$ cat config.mk
export PLATFORM = sky130hd
export DESIGN_NAME = stepper_move_ctrl
export DESIGN_NICKNAME = d
export VERILOG_FILES = /design/src/rtl/stepper_move_ctrl.sv
export SDC_FILE = /design/constraint.sdc
export NUM_CORES = 1
export LEC_CHECK = 0
export CAP_MARGIN = 0
export CORE_MARGIN = 4
export CORE_UTILIZATION = 50
export DETAILED_ROUTE_END_ITERATION = 7
export HOLD_SLACK_MARGIN = 0.1
export PLACE_DENSITY = 0.71
export SLEW_MARGIN = 20
export SYNTH_ARGS = -nofsm -noshare
export SYNTH_HDL_FRONTEND = slang
export SYNTH_SLANG_ARGS = --single-unit
$ cat constraint.sdc
create_clock -name CLK50MHZ -period 5.5 [get_ports CLK50MHZ]
set_input_delay 0.55 -clock CLK50MHZ [delete_from_list [all_inputs] [get_ports CLK50MHZ]]
set_output_delay 0.55 -clock CLK50MHZ [all_outputs]
set_load 0.05 [all_outputs]
$ cat src/rtl/stepper_move_ctrl.sv
// Half-step move sequencer for a 4-wire stepper: accepts counted moves, steps the
// coil pattern at a fixed rate, tracks absolute position and releases coils when idle.
module stepper_move_ctrl #(
    parameter int CLK_HZ      = 50000000,
    parameter int MIN_PERIOD  = 1000,
    parameter int HOLD_CYCLES = 5000000
) (
    input  logic        CLK50MHZ,
    input  logic        reset,
    input  logic        cmd_valid,
    output logic        cmd_ready,
    input  logic [15:0] cmd_steps,
    input  logic        cmd_dir,
    input  logic [23:0] cmd_period,
    input  logic        abort,
    output logic [3:0]  coils,
    output logic        step_tick,
    output logic        busy,
    output logic        done,
    output logic        aborted,
    output logic [31:0] position,
    output logic [15:0] steps_left
);

    localparam logic [23:0] MIN_P     = 24'(MIN_PERIOD);
    localparam logic [31:0] HOLD_LAST = (HOLD_CYCLES > 0) ? 32'(HOLD_CYCLES - 1) : 32'd0;

    // A zero minimum period would make the rate counter compare wrap.
    if (MIN_PERIOD < 1 || CLK_HZ < 1) begin : g_param_check
        $error("stepper_move_ctrl: MIN_PERIOD and CLK_HZ must be positive");
    end

    typedef enum logic {IDLE, RUN} state_t;

    state_t      state_q;
    logic [2:0]  phase_q;
    logic        dir_q;
    logic [23:0] period_q;
    logic [23:0] rate_q;
    logic [31:0] hold_q;
    logic        pend_abort_q;
    logic [3:0]  coils_q;
    logic        cmd_ready_q;
    logic        step_tick_q;
    logic        busy_q;
    logic        done_q;
    logic        aborted_q;
    logic [31:0] position_q;
    logic [15:0] steps_left_q;

    logic [23:0] eff_period_d;
    logic [2:0]  phase_d;
    logic        step_now;

    function automatic logic [3:0] phase_coils(input logic [2:0] idx);
        logic [3:0] pat;
        case (idx)
            3'd0:    pat = 4'b0100;
            3'd1:    pat = 4'b0101;
            3'd2:    pat = 4'b0001;
            3'd3:    pat = 4'b1001;
            3'd4:    pat = 4'b1000;
            3'd5:    pat = 4'b1010;
            3'd6:    pat = 4'b0010;
            default: pat = 4'b0110;
        endcase
        return pat;
    endfunction

    always_comb begin
        eff_period_d = (cmd_period < MIN_P) ? MIN_P : cmd_period;
        phase_d      = dir_q ? (phase_q + 3'd1) : (phase_q - 3'd1);
        step_now     = (rate_q == (period_q - 24'd1)) && (steps_left_q != 16'd0);
    end

    always_ff @(posedge CLK50MHZ) begin
        if (reset) begin
            state_q      <= IDLE;
            phase_q      <= 3'd0;
            dir_q        <= 1'b0;
            period_q     <= MIN_P;
            rate_q       <= 24'd0;
            hold_q       <= 32'd0;
            pend_abort_q <= 1'b0;
            coils_q      <= 4'b0000;
            cmd_ready_q  <= 1'b1;
            step_tick_q  <= 1'b0;
            busy_q       <= 1'b0;
            done_q       <= 1'b0;
            aborted_q    <= 1'b0;
            position_q   <= 32'd0;
            steps_left_q <= 16'd0;
        end else begin
            step_tick_q <= 1'b0;
            done_q      <= 1'b0;
            aborted_q   <= 1'b0;
            case (state_q)
                IDLE: begin
                    if (cmd_valid) begin
                        coils_q      <= phase_coils(phase_q);
                        hold_q       <= 32'd0;
                        period_q     <= eff_period_d;
                        dir_q        <= cmd_dir;
                        steps_left_q <= cmd_steps;
                        rate_q       <= 24'd0;
                        pend_abort_q <= 1'b0;
                        if (cmd_steps == 16'd0) begin
                            done_q <= 1'b1;
                        end else begin
                            state_q     <= RUN;
                            busy_q      <= 1'b1;
                            cmd_ready_q <= 1'b0;
                        end
                    end else if (HOLD_CYCLES > 0 && coils_q != 4'b0000) begin
                        hold_q <= hold_q + 32'd1;
                        if (hold_q == HOLD_LAST) begin
                            coils_q <= 4'b0000;
                        end
                    end
                end
                RUN: begin
                    rate_q <= rate_q + 24'd1;
                    // Move ends the cycle after its last step, or after a step that coincided with abort.
                    if (steps_left_q == 16'd0 || pend_abort_q) begin
                        state_q     <= IDLE;
                        busy_q      <= 1'b0;
                        cmd_ready_q <= 1'b1;
                        done_q      <= 1'b1;
                        aborted_q   <= pend_abort_q | abort;
                        hold_q      <= 32'd0;
                    end else if (step_now) begin
                        rate_q       <= 24'd0;
                        phase_q      <= phase_d;
                        coils_q      <= phase_coils(phase_d);
                        position_q   <= dir_q ? (position_q + 32'd1) : (position_q - 32'd1);
                        steps_left_q <= steps_left_q - 16'd1;
                        step_tick_q  <= 1'b1;
                        if (abort) begin
                            pend_abort_q <= 1'b1;
                        end
                    end else if (abort) begin
                        state_q     <= IDLE;
                        busy_q      <= 1'b0;
                        cmd_ready_q <= 1'b1;
                        done_q      <= 1'b1;
                        aborted_q   <= 1'b1;
                        hold_q      <= 32'd0;
                    end
                end
                default: state_q <= IDLE;
            endcase
        end
    end

    assign cmd_ready  = cmd_ready_q;
    assign coils      = coils_q;
    assign step_tick  = step_tick_q;
    assign busy       = busy_q;
    assign done       = done_q;
    assign aborted    = aborted_q;
    assign position   = position_q;
    assign steps_left = steps_left_q;

endmodule

==> reports/metrics.csv, run 1 <==
metric,value,unit
core_area,17420,µm²
dp_hpwl,16830,µm
ctsResizeCount,0,
gr-total-overflow,0,
tightest_slew,0.9492,ns
drive_gt1_share,5.714,%
yosysSeqAreaShare,32.01,%
hold_viol,0,
syn_area,8944,µm²
final_common_cell,dfxtp_1,
die_area,20090,µm²
routedWlPerCell,16.37,µm
grt_util_all_layers,23.61,%
fillCellCount,1570,
status,completed,
vdd_ir_drop_max,0.2235,mV
crit_type,register to register,
power_density,264.4,nW/µm²
num_io_pins,102,
synthDominantCellAreaShare,32.01,%
cp.arrival,4.79,ns
grt_antenna_before_repair,0,
num_rows,48,
final_util,61.86,%
fin_crit_sh,80.45,%
portBuffers,101,
antenna_left,0,
async_flop_share,0,%
fin_area,10770,µm²
synthToLayoutAreaGrowth,20.47,%
drv_cap,0,
maxSlewViolCount,0,
skew,0.01043,ns
synth-main-ff-cell,dfxtp_1,
postSynthAreaPerCell,7.908,µm²
critPathMaxFanout,16,
grt_pass1_wl,39530,µm
period_minus_slack,4.425,ns
synth-seq-cells,143,
worstSetupStartpointType,register,
nets,1298,
cts_hold_buf,0,
numClockSinks,143,
synth_edf_count,0,
final_cell_mix,"dfxtp_1, nand2_1, clkdlybuf4s50_1, nor2_1, a21oi_1",
numCtsBuffers,17,
relSlewSlack,36.24,%
rsz0062_at_grt,no,
cts_tree,built,
routed_via_density,5.925,
cp-end-kind,register,
clk-insertion-delay-late,0.43,ns
antennaDiodeCount,0,
finalWeightedCongestion,0.8657,
setup_tns,0,ns
grt_max_degree,80,
place_area,10140,µm²
htreeDepth,4,
cts_setup_buffers,0,
ys_types,75,
synthTopCellsByArea,"dfxtp_1, ha_1, nand2_1",
syn_inst,1131,
grt_pass1_vias,7989,
yosysWarnings,0,
clk_pin_slew_worst_paths,0.06,ns
setup_viol,0,
synth_top_area_cell,dfxtp_1,
start_util,51.35,%
dp_cells,1418,
route.detailed.drc,0,
fin_cells,1450,
synth_nets,1217,
fp.dieW,141.7,µm
leakagePower,4.002,nW
firstDrtPassIters,5,
cts_root_buf,clkbuf_16,
clockBufferDepth,2,
wl,23740,µm
max_freq,226.0,MHz
vias,8591,
holdCritPathClass,register to register,
die_h,141.7,µm
crit_required,5.87,ns
drt_iter0_markers,561,
## cell type report
class	count	area (µm²)	share of cell area (%)
Clock inverter	13	185.2	1.719
Timing Repair Buffer	113	1096	10.17
Sequential cell	143	2864	26.58
Tap cell	225	281.5	2.613
Multi-Input combinational cell	906	5778	53.63
Inverter	31	116.4	1.080
Clock buffer	19	452.9	4.204
## worst paths after layout
kind	slack [ns]	to	cells past startpoint	startpoint
hold reg to reg	0.48	position[12]	2	position[12]
setup / recovery	1.08	position[28]	12	dir_q
setup reg to reg	1.08	position[28]	12	dir_q
hold / removal	0.48	position[12]	2	position[12]
## cell families after synthesis
logic type                 synth area share (%)
AOI/OAI and AO/OA                         22.64
xor gates and xnor gates                  7.597
DFF                                       32.01
muxes                                     1.875
adders and majority gates                 5.820
buffers and inverters                     3.553
and+or+nand+nor                           26.51
## cells in the mapped netlist (3+ instances only)
| cell | n |
|---|---|
| o21bai_1 | 5 |
| dfxtp_1 | 143 |
| a22o_1 | 13 |
| o21ai_0 | 47 |
| a21o_1 | 23 |
| a211o_1 | 7 |
| nor3_1 | 37 |
| nand4_1 | 11 |
| a2111oi_0 | 3 |
| xor2_1 | 30 |
| and2_1 | 9 |
| o211ai_1 | 16 |
| nand2b_1 | 11 |
| nand3b_1 | 6 |
| o22a_1 | 6 |
| nand2_1 | 133 |
| ha_1 | 40 |
| and4_1 | 5 |
| a311oi_1 | 3 |
| or3_1 | 24 |
| or2_2 | 4 |
| a211oi_1 | 18 |
| nor4_1 | 19 |
| xnor2_1 | 45 |
| mux2_2 | 6 |
| inv_1 | 31 |
| o22ai_1 | 10 |
| nand3_1 | 32 |
| a21boi_0 | 6 |
| mux2i_1 | 10 |
| nor2_1 | 99 |
| or4_1 | 15 |
| a41oi_1 | 3 |
| nor2b_1 | 12 |
| clkbuf_1 | 40 |
| a31oi_1 | 8 |
| buf_2 | 8 |
| nand4b_1 | 5 |
| o21a_1 | 16 |
| a21oi_1 | 96 |
| and3_1 | 24 |
| buf_1 | 3 |
| nor4b_1 | 5 |
## where the power goes
group	total, mW	switching [mW]	internal, mW
logic	0.470	0.284	0.186
clock network	1.26	0.474	0.785
registers	1.12	0.0490	1.07
## metrics by stage
step,setup WS (ns),hold WS (ns),power [mW]
2_1_floorplan,1.179,0.4531,1.456
3_3_place_gp,1.335,0.4654,1.601
3_5_place_dp,1.186,0.4673,1.605
4_1_cts,1.136,0.4808,2.858
5_1_grt,0.7791,0.5090,2.962
6_report,1.075,0.4767,2.849
## sequential cells by signal, summed over array words and instances, names as in the netlist, 3 cells and up
| name | cells |
|---|---|
| hold_q | 32 |
| position | 32 |
| period_q | 24 |
| rate_q | 24 |
| steps_left | 16 |
| coils | 4 |
| phase_q | 3 |
## routing by layer
| metal | vias to the layer above | share of wire [%] | GRT usage [%] | routed length [µm] |
|---|---|---|---|---|
| met2 | 198 | 47 | 37.87 | 11210 |
| met4 | 0 | 1.4 | 6.414 | 321 |
| met3 | 32 | 4.1 | 3.977 | 973 |
| met5 | - | 0 | 0 | 0 |
| li1 | 4304 | - | - | - |
| met1 | 4057 | 47 | 32.94 | 11240 |
## critical path, cell delays in order, from the launching register on
cell,delay [ns]
dfxtp_1,0.63
inv_1,0.33
fa_1,0.50
a211o_1,0.32
a2111oi_0,0.41
buf_4,0.20
o21ai_0,0.12
a221oi_1,0.54
o211ai_1,0.22
o41ai_1,0.45
o21ai_0,0.22
nor4b_1,0.29
a221o_1,0.15
No activity file was read; power rests on OpenSTA's default activity.
==> inputs of run 2 (changes only) <==
==> constraint.sdc (replaced) <==
create_clock -name CLK50MHZ -period 4.25 [get_ports CLK50MHZ]
set_input_delay 0.425 -clock CLK50MHZ [delete_from_list [all_inputs] [get_ports CLK50MHZ]]
set_output_delay 0.425 -clock CLK50MHZ [all_outputs]
set_load 0.05 [all_outputs]
==> run 2 against run 1 <==
Net effect: die area unchanged; sequential power up 29%; global-route usage down 0.081 points; via count down 0.22%; fmax up 14%; critical endpoint is now hold_q[25].
==> reports/metrics.csv, run 2 (synthesis gave the netlist of run 1 again) <==
metric,value,unit
status,completed,
setup_viol,0,
grt_pass1_wl,39420,µm
p_int,2.495,mW
ctsResizeCount,0,
grt_antenna_before_repair,0,
grt_max_degree,56,
fp.dieW,141.7,µm
portBuffers,101,
antenna_left,0,
vdd_ir_drop_max,0.3030,mV
r2r-start,period_q[0],
htreeDepth,4,
final_common_cell,dfxtp_1,
vias,8572,
combPwrFrac,17.6,%
worstSetupStartpointType,register,
finalWeightedCongestion,0.9025,
num_rows,48,
wl,23280,µm
leakagePower,4.007,nW
maxSlewViolCount,0,
worst-r2r-cell-count,11,
crit_type,register to register,
dp_hpwl,16650,µm
start_util,51.35,%
route.detailed.drc,0,
synthToLayoutAreaGrowth,20.68,%
max_freq,257.9,MHz
cts_setup_buffers,0,
slowest_delay,0.70,ns
gr-total-overflow,0,
numClockSinks,143,
drv_cap,0,
cts_tree,built,
fin_total_pwr,3.539,mW
met1Wirelength,11230,µm
p_switching,1.043,mW
die_area,20090,µm²
min_path_cells,2,
wl_met3,849,µm
final_cell_mix,"dfxtp_1, nand2_1, clkdlybuf4s50_1, nor2_1, a21oi_1",
drt_iter0_markers,699,
fin_crit_sh,91.23,%
p_seq_share,40.8,%
cp-end-kind,register,
power_density,327.9,nW/µm²
relSlewSlack,31.12,%
num_io_pins,102,
setup_tns,0,ns
r2r_slack,0.37,ns
cts_root_buf,clkbuf_16,
wl_met2,10900,µm
tightest_slew,1.025,ns
clockBufferDepth,2,
top_layer,met4,
die_h,141.7,µm
hold_viol,0,
skew,0.008887,ns
cp_cell_sequence,inv_1 -> ha_1 -> or4b_2 -> nor4_2 -> xnor2_1 -> nand4bb_1 -> or3_1 -> o31ai_4 -> a31oi_4 -> or4_1 -> nand2_1,
slowest_stage,or4b_2,
clk_pin_slew_worst_paths,0.06,ns
crit_required,4.62,ns
cp.arrival,4.25,ns
antennaDiodeCount,0,
p_sw_share,29.49,%
cts_hold_buf,0,
core_area,17420,µm²
routed_via_density,5.879,
numCtsBuffers,17,
power_frac_clock,41.7,%
holdCritPathClass,register to register,
routedWlPerCell,15.97,µm
critPathMaxFanout,18,
fillCellCount,1600,
grt_pass1_vias,8006,
period_minus_slack,3.877,ns
nets,1306,
holdPathEnd,position[21],
timing.rr.end,hold_q[25],
worst_hold_startpoint,position[21],
drive_gt1_share,6.650,%
firstDrtPassIters,7,
grt_util_all_layers,23.53,%
rsz0062_at_grt,no,
clk-insertion-delay-late,0.43,ns
==> run 2: worst max-delay path by stage <==
stage / from / endpoint / slack [ns]
global placement: period_q[8] / hold_q[19] / 0.34
CTS: period_q[0] / hold_q[25] / 0.24
finish: period_q[0] / hold_q[25] / 0.37
detailed placement: period_q[0] / hold_q[19] / 0.26
global route: period_q[0] / hold_q[17] / 0.06
floorplan: dir_q / position[28] / 0.08
==> run 2: layout make-up <==
class / count / area [µm²] / share of cell area, %
Multi-Input combinational cell: 906 / 5799 / 53.73
Clock buffer: 17 / 425.4 / 3.942
Clock inverter: 15 / 146.4 / 1.356
Tap cell: 225 / 281.5 / 2.608
Timing Repair Buffer: 121 / 1156 / 10.71
Sequential cell: 143 / 2864 / 26.54
Inverter: 31 / 120.1 / 1.113
==> run 2: power by group through the flow <==
stage	sequential [mW]	combinational [mW]	clock, mW
finish	1.44	0.622	1.47
global route	1.45	0.678	1.55
CTS	1.44	0.619	1.49
detailed placement	1.47	0.614	0
global placement	1.47	0.611	0
floorplan	1.53	0.350	0
==> run 2: critical path: cells and delay by family (launching register included) <==
| family | cells | cell delay (ns) |
|---|---|---|
| fa+ha+maj | 1 | 0.20 |
| xor+xnor | 1 | 0.12 |
| buf+inv | 1 | 0.08 |
| compound gates | 2 | 0.79 |
| flops | 1 | 0.35 |
| simple gates | 6 | 2.29 |
==> run 2: per-stage QoR <==
stage	std cells	hold slack [ns]	setup WS, ns	util (%)	area, µm²
final	1458	0.4714	0.3726	61.97	10790
after global routing	1458	0.4964	0.06192	61.97	10790
after CTS	1458	0.4731	0.2425	61.85	10770
after detailed placement	1426	0.4675	0.2552	58.57	10200
after global placement	1426	0.4622	0.3430	58.57	10200
after floorplan	1131	0.4531	0.08034	-	8950
==> run 2: metal layers <==
| layer | vias up | global-route usage (%) |
|---|---|---|
| met3 | 20 | 4.011 |
| met4 | 0 | 6.061 |
| met1 | 4088 | 32.00 |
| li1 | 4302 | - |
| met2 | 162 | 38.84 |
| met5 | - | 0 |
==> inputs of run 3 (changes only) <==
--- a/config.mk
+++ b/config.mk
@@ -7,10 +7,10 @@
 export LEC_CHECK = 0
 export CAP_MARGIN = 0
 export CORE_MARGIN = 4
-export CORE_UTILIZATION = 50
+export CORE_UTILIZATION = 57
 export DETAILED_ROUTE_END_ITERATION = 7
 export HOLD_SLACK_MARGIN = 0.1
-export PLACE_DENSITY = 0.71
+export PLACE_DENSITY = 0.8
 export SLEW_MARGIN = 20
 export SYNTH_ARGS = -nofsm -noshare
 export SYNTH_HDL_FRONTEND = slang
==> run 3 against run 2 <==
Net effect: sequential cell count is the same; global-route usage is 2.6 points higher; sequential share of layout area about the same; clock skew about the same; combinational power fell by 1%; critical path type unchanged; final cell count down 1.1%; sequential power barely moved; worst setup slack worse by 0.00076 ns; highest routed layer unchanged.
==> reports/metrics.csv, run 3 (synthesis gave the netlist of run 1 again) <==
metric,value,unit
worstSetupStartpointType,register,
grt_antenna_before_repair,0,
grt_pass1_vias,8047,
nets,1306,
die_area,17760,µm²
fillCellCount,1295,
core_area,15310,µm²
route.detailed.drc,0,
routed_via_density,6.000,
final_common_cell,dfxtp_1,
synthToLayoutAreaGrowth,20.51,%
final_util,70.38,%
wl,23320,µm
cp.arrival,4.25,ns
clk-insertion-delay-late,0.43,ns
final_cell_mix,"dfxtp_1, nand2_1, clkdlybuf4s50_1, nor2_1, a21oi_1",
cts_root_buf,clkbuf_16,
grt_pass1_wl,38990,µm
die_h,133.3,µm
hold_viol,0,
crit_type,register to register,
crit_path_start,period_q[0],
slowest_delay,0.70,ns
portBuffers,101,
ctsResizeCount,0,
dp_hpwl,16570,µm
numCtsBuffers,17,
crit_required,4.62,ns
hold_slack,0.4740,ns
num_rows,45,
setup_tns,0,ns
clockBufferDepth,2,
gr-total-overflow,0,
drv_cap,0,
cp_cell_sequence,inv_1 -> ha_1 -> or4b_2 -> xnor2_1 -> and4b_1 -> o22ai_1 -> or3_1 -> o31ai_4 -> a31oi_2 -> or4_1 -> nand2_1,
regArea,2864,µm²
cp-end-kind,register,
htreeDepth,4,
leakagePower,4.017,nW
cts_tree,built,
clk_pin_slew_worst_paths,0.06,ns
firstDrtPassIters,5,
rsz0062_at_grt,no,
status,completed,
antennaDiodeCount,0,
finalWeightedCongestion,0.9084,
tightest_slew,0.8482,ns
crit_family,simple AND/OR/NAND/NOR gates,
holdCritPathClass,register to register,
fp.dieW,133.3,µm
vias,8652,
skew,0.009270,ns
vdd_ir_drop_max,0.2981,mV
grt_util_all_layers,26.13,%
multiInputGateArea,5784,µm²
r2r-start,period_q[0],
setup_viol,0,
power_density,334.1,nW/µm²
cts_hold_buf,0,
fin_crit_sh,91.25,%
timing.critical_path.buf_inv,1,
cts_setup_buffers,0,
worst_hold_startpoint,position[13],
slowest_stage,or4b_2,
max_freq,257.9,MHz
relSlewSlack,43.46,%
period_minus_slack,3.878,ns
grt_max_degree,80,
routedWlPerCell,16.17,µm
numClockSinks,143,
num_io_pins,102,
drt_iter0_markers,703,
start_util,58.40,%
critPathMaxFanout,13,
drive_gt1_share,6.011,%
antenna_left,0,
maxSlewViolCount,0,
-- run 3: cell types whose count changed in the layout (fill, tap and decap cells not counted), sizes merged --
cell      before  now
clkinvlp       5    2
clkinv         8    2
inv           31   30
clkbuf        17   24
bufinv         2    3
-- run 3: metrics by stage --
stage / instances / total power [mW] / setup slack, ns / area (µm²)
global placement: 1412 / 2.072 / 0.4606 / 10180
floorplan: 1131 / 1.885 / 0.08034 / 8950
global route: 1442 / 3.736 / 0.01266 / 10780
CTS: 1442 / 3.610 / 0.2977 / 10770
detailed placement: 1412 / 2.085 / 0.3188 / 10180
finish: 1442 / 3.600 / 0.3718 / 10780
-- run 3: final cells by class --
type / count / area share (%)
clock buffer: 24 / 4.469
tap: 211 / 2.450
clock inverter: 6 / 0.9984
multi-input combinational: 906 / 53.67
inverter: 31 / 1.114
sequential: 143 / 26.57
timing repair buffer: 121 / 10.73
-- run 3: metal layers --
layer / global-route usage, % / routed length (µm) / vias to the layer above / part of all wire (%)
li1: - / - / 4318 / -
met1: 34.57 / 10740 / 4085 / 46
met2: 43.51 / 11060 / 212 / 47
met3: 4.909 / 1061 / 37 / 4.5
met4: 7.829 / 466 / 0 / 2.0
met5: 0 / 0 / - / 0
-- run 3: final timing paths --
| check | slack [ns] | endpoint | cells after the start |
|---|---|---|---|
| setup / recovery | 0.37 | hold_q[25] | 11 |
| hold / removal | 0.47 | position[13] | 2 |
| setup reg to reg | 0.37 | hold_q[25] | 11 |
| hold reg to reg | 0.47 | position[13] | 2 |
-- run 3: worst reg2reg max path, stage by stage (launching register included) --
cell and delay [ns]:
dfxtp_1 0.35, inv_1 0.08, ha_1 0.21, or4b_2 0.70, xnor2_1 0.19, and4b_1 0.24, o22ai_1 0.10, or3_1 0.50
o31ai_4 0.43, a31oi_2 0.35, or4_1 0.60, nand2_1 0.08
-- run 3: power breakdown --
group          internal [mW]  total [mW]  leakage, nW  switching [mW]
sequential              1.39        1.45         1.16          0.0629
clock                  0.962        1.54        0.286           0.574
combinational          0.247       0.616         2.57           0.368
total                   2.60        3.60         4.02            1.01
